==> config.mk <==
export PLATFORM = sky130hd
export DESIGN_NAME = culsans_tohost_monitor
export DESIGN_NICKNAME = d
export VERILOG_FILES = /design/src/rtl/culsans_tohost_monitor_pkg.sv /design/src/rtl/culsans_tohost_monitor_fifo.sv /design/src/rtl/culsans_tohost_monitor.sv
export SDC_FILE = /design/constraint.sdc
export NUM_CORES = 1
export LEC_CHECK = 0
export ABC_AREA = 0
export CORE_ASPECT_RATIO = 2
export CORE_MARGIN = 2
export CORE_UTILIZATION = 36
export CTS_CLUSTER_DIAMETER = 150
export DETAILED_ROUTE_END_ITERATION = 10
export HOLD_SLACK_MARGIN = 0.02
export MAX_ROUTING_LAYER = met4
export PLACE_DENSITY_LB_ADDON = 0.3
export SYNTH_ARGS = -nofsm -noshare
export SYNTH_HDL_FRONTEND = slang
export SYNTH_SLANG_ARGS = --single-unit
==> constraint.sdc <==
create_clock -name clk_i -period 2.1 [get_ports clk_i]
set_clock_uncertainty 0.15 [all_clocks]
set_input_delay 0.42 -clock clk_i [delete_from_list [all_inputs] [get_ports clk_i]]
set_output_delay 0.42 -clock clk_i [all_outputs]
set_load 0.01 [all_outputs]
==> src/rtl/culsans_tohost_monitor_pkg.sv <==
// Shared constants and types for the tohost exit-code snooper.
package culsans_tohost_monitor_pkg;

    localparam logic [63:0] DRAM_BASE     = 64'h8000_0000;
    localparam logic [63:0] TOHOST_OFFSET = 64'h1000;

    typedef logic [31:0] exit_t;

endpackage

==> src/rtl/culsans_tohost_monitor_fifo.sv <==
// Small pointer-based FIFO for tracking AW bursts.
// A push into a full FIFO is accepted when a pop happens in the same cycle.
module culsans_tohost_monitor_fifo #(
    parameter int unsigned DATA_WIDTH = 1,
    parameter int unsigned DEPTH      = 4
) (
    input  logic                  clk_i,
    input  logic                  rst_ni,
    input  logic                  flush_i,
    input  logic                  push_i,
    input  logic [DATA_WIDTH-1:0] data_i,
    input  logic                  pop_i,
    output logic [DATA_WIDTH-1:0] data_o,
    output logic                  full_o,
    output logic                  empty_o
);

    localparam int unsigned PtrW = $clog2(DEPTH);

    logic [DEPTH-1:0][DATA_WIDTH-1:0] mem_q;
    logic [PtrW-1:0]                  rd_q, wr_q;
    logic [PtrW:0]                    cnt_q;
    logic                             do_push, do_pop;

    assign empty_o = (cnt_q == '0);
    assign full_o  = (cnt_q == (PtrW+1)'(DEPTH));
    assign data_o  = mem_q[rd_q];
    assign do_pop  = pop_i && !empty_o;
    assign do_push = push_i && (!full_o || do_pop);

    always_ff @(posedge clk_i or negedge rst_ni) begin
        if (!rst_ni) begin
            mem_q <= '0;
            rd_q  <= '0;
            wr_q  <= '0;
            cnt_q <= '0;
        end else if (flush_i) begin
            rd_q  <= '0;
            wr_q  <= '0;
            cnt_q <= '0;
        end else begin
            if (do_push) begin
                mem_q[wr_q] <= data_i;
                wr_q        <= wr_q + PtrW'(1);
            end
            if (do_pop) rd_q <= rd_q + PtrW'(1);
            case ({do_push, do_pop})
                2'b10:   cnt_q <= cnt_q + (PtrW+1)'(1);
                2'b01:   cnt_q <= cnt_q - (PtrW+1)'(1);
                default: cnt_q <= cnt_q;
            endcase
        end
    end

endmodule

==> src/rtl/culsans_tohost_monitor.sv <==
// Passive AXI write snooper: captures the first odd value written to tohost
// as a sticky exit code. Never drives or stalls the bus.
module culsans_tohost_monitor
    import culsans_tohost_monitor_pkg::*;
#(
    parameter int unsigned          AddrWidth      = 64,
    parameter int unsigned          DataWidth      = 64,
    parameter logic [AddrWidth-1:0] ToHostAddr     = AddrWidth'(DRAM_BASE + TOHOST_OFFSET),
    parameter int unsigned          MaxOutstanding = 4
) (
    input  logic                   clk_i,
    input  logic                   rst_ni,
    input  logic                   aw_valid_i,
    input  logic                   aw_ready_i,
    input  logic [AddrWidth-1:0]   aw_addr_i,
    input  logic [7:0]             aw_len_i,
    input  logic                   w_valid_i,
    input  logic                   w_ready_i,
    input  logic [DataWidth-1:0]   w_data_i,
    input  logic [DataWidth/8-1:0] w_strb_i,
    input  logic                   w_last_i,
    output logic [31:0]            exit_o,
    output logic                   protocol_err_o
);

    localparam int unsigned          ByteOffW = $clog2(DataWidth/8);
    localparam int unsigned          NumLanes = DataWidth/32;
    localparam logic [AddrWidth-1:0] LaneSel  = (ToHostAddr >> 2) & AddrWidth'(NumLanes-1);
    localparam int unsigned          LaneIdx  = 32'(LaneSel);

    logic        aw_hs, w_hs, aw_hit;
    logic        fifo_empty, fifo_full, fifo_head;
    logic        have_head, head_hit, bypass, push, pop, overflow, orphan;
    logic [31:0] cand_word;
    logic [3:0]  cand_strb;
    logic        capture;
    logic [7:0]  beat_q;
    logic        cap_dis_q, err_q;
    exit_t       exit_q;
    logic        unused_inputs;

    // Burst length is implied by w_last; only lane bytes of the data are relevant.
    assign unused_inputs = ^{aw_len_i, w_data_i, w_strb_i};

    assign aw_hs  = aw_valid_i && aw_ready_i;
    assign w_hs   = w_valid_i && w_ready_i;
    assign aw_hit = (aw_addr_i >> ByteOffW) == (ToHostAddr >> ByteOffW);

    // With nothing queued, a same-cycle AW supplies the burst for this beat.
    assign bypass    = w_hs && aw_hs && fifo_empty;
    assign have_head = w_hs && (!fifo_empty || aw_hs);
    assign head_hit  = fifo_empty ? aw_hit : fifo_head;
    assign orphan    = w_hs && fifo_empty && !aw_hs;
    assign pop       = w_hs && w_last_i && !fifo_empty;
    assign push      = aw_hs && !(bypass && w_last_i);
    assign overflow  = push && fifo_full && !pop;

    culsans_tohost_monitor_fifo #(
        .DATA_WIDTH (1),
        .DEPTH      (MaxOutstanding)
    ) i_aw_fifo (
        .clk_i   (clk_i),
        .rst_ni  (rst_ni),
        .flush_i (1'b0),
        .push_i  (push),
        .data_i  (aw_hit),
        .pop_i   (pop),
        .data_o  (fifo_head),
        .full_o  (fifo_full),
        .empty_o (fifo_empty)
    );

    assign cand_word = w_data_i[LaneIdx*32 +: 32];
    assign cand_strb = w_strb_i[LaneIdx*4 +: 4];

    // Even values are HTIF syscall pointers, not exit codes.
    assign capture = have_head && head_hit && (beat_q == 8'd0) && !cap_dis_q &&
                     (&cand_strb) && cand_word[0] && !exit_q[0];

    always_ff @(posedge clk_i or negedge rst_ni) begin
        if (!rst_ni) begin
            beat_q    <= '0;
            cap_dis_q <= 1'b0;
            err_q     <= 1'b0;
            exit_q    <= '0;
        end else begin
            if (have_head) beat_q <= w_last_i ? 8'd0 : beat_q + 8'd1;
            if (overflow) begin
                err_q     <= 1'b1;
                cap_dis_q <= 1'b1;
            end
            if (orphan)  err_q  <= 1'b1;
            if (capture) exit_q <= cand_word;
        end
    end

    assign exit_o         = exit_q;
    assign protocol_err_o = err_q;

endmodule

==> summary.txt <==
Die X-Extent - 74.1 um
FFs w/ async S/R, synth - 100%
Hold path depth - 2
Layout Nets - 707
Avg Cell Area, Syn - 9.07 sq um
Core area - 9640 sq um
Synthesized area - 3540 sq um
HP Start - protocol_err_o
R2R Setup Slk - 0.06 ns
Commonest non-fill, non-tap cell in the layout - clkdlybuf4s50_1
PnR worst setup slack - 0.00743 ns
Initial Utilization - 36.7%
Worst rel slew slack - 59.4%
Die area - 10,700 sq um
CP max stage delay - 0.65 ns
Max VDD drop - 0.000433 V
Worst hold path class - reg -> reg
CTS sink cnt - 53
Drt wl/cell - 18.3 um
Antenna viol nets, final - 0
Gr usage total - 23.4%
Fin. Hold Viols - 0
Cell Rows - 51
Delay-heaviest family, CP - simple AND/OR/NAND/NOR gates
Final WL - 12,500 um
Chip height - 144 um
Crit path capture type - flop
Worst r2r src - beat_q[4]
Slowest CP cell - or4_4
Fmax achieved - 478 MHz
Outcome - finished, final reports clean
Number of synthesized flops with an enable pin - 0
Yosys reg bits - 53
Critical path origin - aw_addr_i[55]
First-pass GRT wire length - 18,800 um
CP Cell Sequence - clkdlybuf4s15_1 > nor4_4 > nand4_1 > or4_4 > clkbuf_16 > a31oi_1 > nand3_1
Critical path arrival - 2.12 ns
Design area - 6050 sq um
Vias - 3,874
Antenna violations before repair - 0
Worst Tran Pin Value - 0.609 ns
Max Cap Viol - 0
P_leak - 0.00278 uW
Detailed Route Iter0 Violations - 212
CTS max path bufs - 2
RR Endpoint - exit_o[9]
Buf+Inv Stages, Crit Path - 2
P per Cell Area - 575 nW/um^2
Clock Pin Slew Worst Setup and Hold Paths - 0.07 ns
Pin count of the biggest net entering global routing - 65
Antenna diodes - 0
Routability Congestion - 0.776
CTS tree - done
Reg2Reg Depth - 7
Vias in the first global route - 3,883
Synth Flop Type - dfrtp_1
# IOs - 184
GR Overflow Total - 0
Slew Limit Fails - 0
Worst Path Required - 2.13 ns
Share of cells above drive strength 1 - 31.3%
Syn nets - 549
H-tree depth - 2
Post-synthesis sequential area ratio - 37.5%
Total CTS buffers - 5
Synth cell types - 35
Final setup fails - 0
Placed Area - 5230 sq um
CP max FO - 8
Min cycle time layout - 2.09 ns
Pre-Repair DR Iteration Count - 5
Later-pin clock latency in the skew report - 0.30 ns
Worst Hold Endpoint - protocol_err_o
Power Total - 3480 uW
PortBufs - 136
Most frequent cells in the layout - 67 x clkdlybuf4s50_1, 63 x and3_1, 45 x dfrtp_1
Critical path class - in -> reg
Vias per cell - 5.69
Root buffer cell - clkbuf_16
Setup WS pre-CTS - -0.710 ns
Area grow syn2layout - 71.2%
Fin crit share - 99.6%
Dpl hpwl - 7850 um
DR DRC count - 0
Fillers - 798
CP Launch Type - input pin
Syn Inst Count - 390
RSZ-0062 raised after global routing - yes
YS warnings - 0
Util after Layout - 62.8%
[flip-flops by register name, summed over array words and instances (netlist names)]
register	flops
beat_q	8
cap_dis_q	1
exit_o	32
i_aw_fifo.cnt_q	3
i_aw_fifo.mem_q	4
i_aw_fifo.rd_q	2
i_aw_fifo.wr_q	2
protocol_err_o	1
[worst register-to-register path: stages (launching register included)]
cell      delay, ns
dfrtp_2        0.44
nor4bb_2       0.29
nand4_1        0.22
nor2_4         0.21
buf_12         0.15
buf_12         0.14
mux2i_2        0.23
nand3_2        0.09
[cells by family (layout without fill, tap and decap cells)]
logic type	after synthesis	in the layout	synth area share (%)
AO/OA/AOI/OAI	38	38	7.29
XOR/XNOR	13	13	3.22
adder cells (fa/ha/maj)	8	8	3.04
buffers and inverters	45	204	5.77
flip-flops	53	53	37.5
multiplexers	39	39	11.2
AND/OR/NAND/NOR	194	194	32.0
[worst max-delay path by stage]
stage                       to  cells past startpoint  slack, ns
floorplan           exit_o[10]                      7      -0.01
global placement    exit_o[15]                      7      -0.60
detailed placement   exit_o[6]                      7      -0.71
CTS                 exit_o[29]                      7      0.001
global route        exit_o[17]                      7      -0.02
finish              exit_o[22]                      7      0.007
[Yosys cell counts, types with 2 or more instances]
library cell / instances / area share (%)
or3_1: 2 / 0.35
nand2_1: 13 / 1.4
xnor2_1: 9 / 2.2
mux2i_1: 34 / 9.6
ha_1: 7 / 2.5
and3_1: 63 / 11
dfrtp_1: 53 / 37
nand4_1: 38 / 6.7
nand3_1: 35 / 5.0
nand2b_1: 2 / 0.35
nor3_1: 4 / 0.57
buf_2: 7 / 0.99
xor2_1: 4 / 0.99
mux2_2: 5 / 1.6
buf_6: 3 / 0.96
nor4_1: 14 / 2.5
nor2_1: 13 / 1.4
or2_2: 2 / 0.35
clkbuf_1: 23 / 2.4
inv_1: 11 / 1.2
o21ai_0: 3 / 0.42
a31oi_1: 32 / 5.7
[what timing repair did]
item,in CTS,in global routing
pin swaps,28,65
buffers inserted,5,9
resized for setup,132,122
hold buffers,1,0
cloned,4,2
hold endpoints to repair,12,0
setup endpoints to repair,38,35
[layout make-up]
class                   count  area (sq um)  area share [%]
well taps                 132           165            2.73
multi-input cells         292          2570            42.4
clock inverters             2          13.8           0.227
flip-flops and latches     53          1340            22.1
repair buffers            185          1790            29.6
inverters                  11          41.3           0.682
clock buffers               6           139            2.29
[per-stage QoR]
stage	instances	TNS, ns	hold slack [ns]
2_1_floorplan	390	-0.394	-0.0256
3_3_place_gp	652	-22.13	0.190
3_5_place_dp	652	-24.84	0.192
4_1_cts	670	0	0.322
5_1_grt	681	-0.0646	0.353
6_report	681	0	0.320
[power by group]
part	total (uW)	switching, uW	leakage (uW)	internal (uW)
logic	1320	760	0.00200	556
registers	1300	158	0.000704	1140
clock network	868	392	0.0000768	476
[layer usage]
| layer | routed length (um) | GRT usage (%) | up-vias |
|---|---|---|---|
| met2 | 7010 | 41.8 | 170 |
| met4 | 488 | 10.7 | 0 |
| met5 | 0 | - | - |
| met1 | 4390 | 25.3 | 1874 |
| li1 | - | - | 1795 |
| met3 | 592 | 2.65 | 35 |
Note: power is estimated with default switching activity, not from simulation.
==> edit, RTL diff (config.mk and constraints unchanged) <==
Change the parameter `MaxOutstanding` from 4 to 16.
--- a/src/rtl/culsans_tohost_monitor.sv
+++ b/src/rtl/culsans_tohost_monitor.sv
@@ -6,7 +6,7 @@
     parameter int unsigned          AddrWidth      = 64,
     parameter int unsigned          DataWidth      = 64,
     parameter logic [AddrWidth-1:0] ToHostAddr     = AddrWidth'(DRAM_BASE + TOHOST_OFFSET),
-    parameter int unsigned          MaxOutstanding = 4
+    parameter int unsigned          MaxOutstanding = 16
 ) (
     input  logic                   clk_i,
     input  logic                   rst_ni,
Behaviour: not the same (a bounded check fails within 10 cycles, from zero or initial values and one cycle with rst_ni low).
==> edit against the unedited design <==
  * The run now ends with setup timing left
  * Sequential power is 37% higher
  * Final cell count is 8.8% lower
  * Synthesized cell count is 26% lower
  * Routed wire length is 24% lower
  * Area after synthesis is 0.42% lower
  * Design area is 1.8% higher
  * Worst setup slack worse by 0.49 ns
  * Die area is 0.41% lower
  * Global-route usage is 3.5 points lower
  * Sequential cell count is 18 higher
  * Total power is 50% higher
  * Largest power group unchanged
  * Highest routed layer unchanged
==> edit: results (changes against the unedited design) <==
number of DRC markers in iteration 0 - 95 (-55%)
Resized Gates After CTS - 42 (-68%)
vias in the first global route - 3285 (-15%)
first drt pass iteration count - 4 (-1)
mux cell area share after synthesis - 15.77% (+4.6 points)
gpl congestion - 0.7858 (+1.3%)
failing checks - setup timing
hold_ws - 0.3242 ns (+0.004422 ns)
Tot GR Track Use - 19.94% (-3.5 points)
Seq cells - 71 (+34%)
Hold Path Cell Cnt - 1 (-1)
worst skew pair latency - 0.33 ns (+0.03 ns)
CTS Buf Count - 9 (+4)
Net count, final - 646 (-8.6%)
final setup vio count - 35 (+35)
Fillers - 720 (-9.8%)
dpl ws - -1.168 ns (-0.4582 ns)
Worst Path Max Fanout - 7 (-1)
Post-synth top cells - dfrtp_1, mux2_4, o21ai_0, nand2_1, o31ai_1
status - finished with violations
Mapped Nets - 452 (-18%)
Clock-cell share - 5.260% (+2.7 points)
Register Area - 1778 um2 (+33%)
H-Tree Depth - 3 (+1)
multi-input gate share of total cell area - 31.11% (-11 points)
Critical Path AT - 2.64 ns (+0.52 ns)
routed wire length per instance - 15.30 um (-17%)
postcts setup bufs - 8 (+3)
Clk pin slew, worst setup/hold paths - 0.05 ns (-0.02 ns)
Synth cell types - 41 (+17%)
XOR/XNOR Fraction of Synth Area - 3.979% (+0.76 points)
hold path startpoint - cap_dis_q
leakage - 2.753 nW (-0.89%)
setup slack, reg-to-reg - -0.43 ns (-0.49 ns)
share of layout cells above drive strength 1 - 30.88% (-0.45 points)
Worst Reg-to-Reg Cells - 8 (+1)
Synth area leader - dfrtp_1
Final non-clock buffer share - 31.42% (+1.9 points)
first-pass GRT wire length - 15480 um (-18%)
via count - 3071 (-21%)
Synth Area in Compound Gates - 10.30% (+3.0 points)
Worst Setup EP - exit_o[17]
WL final - 9500 um (-24%)
Post-Route Setup TNS - -15.34 ns (-15.34 ns)
PnR worst setup slack - -0.4814 ns (-0.4889 ns)
largest net degree at the start of global routing - 46 (-29%)
Worst VDD drop - 0.5639 mV (+30%)
largest cells by area after synthesis - dfrtp_1, mux2_4, o31ai_1, ha_1, o21ai_0
Cells after DPL - 594 (-8.9%)
reg-to-reg startpoint - i_aw_fifo.cnt_q[2]
comb_multi_in - 201 (-31%)
HPWL after DPL - 7061 um (-10%)
Adder-Cell Fraction of Synth Area - 4.121% (+1.1 points)
Hold EP - cap_dis_q
relative slew slack - 69.88% (+10 points)
## edit: cell types whose count changed after synthesis, moves of 28 or more
cell,before,now
nand4_1,38,7
and3_1,63,1
a31oi_1,32,2
nand3_1,35,7
mux2i_1,34,3
mux2_4,0,29
## edit: worst max-delay path: stages
cell,delay [ns]
clkdlybuf4s50_1,0.40
nor4_1,0.28
nand4_1,0.15
nor2_2,0.12
or4b_4,0.50
a21oi_4,0.16
buf_6,0.17
buf_12,0.14
mux2_4,0.30
## edit: power by group
group	internal (mW)	switching, mW	total (mW)	leakage, nW
clock network	1.07	0.553	1.62	0.156
registers	1.58	0.197	1.78	0.958
logic	1.02	0.804	1.82	1.64
## edit: metal layers
layer / vias up / GRT usage, % / routed length (um)
met2: 135 / 36.98 / 5428
met4: 0 / 7.847 / 207
met1: 1464 / 19.53 / 3306
met3: 13 / 3.997 / 558
li1: 1459 / - / -
met5: - / - / 0
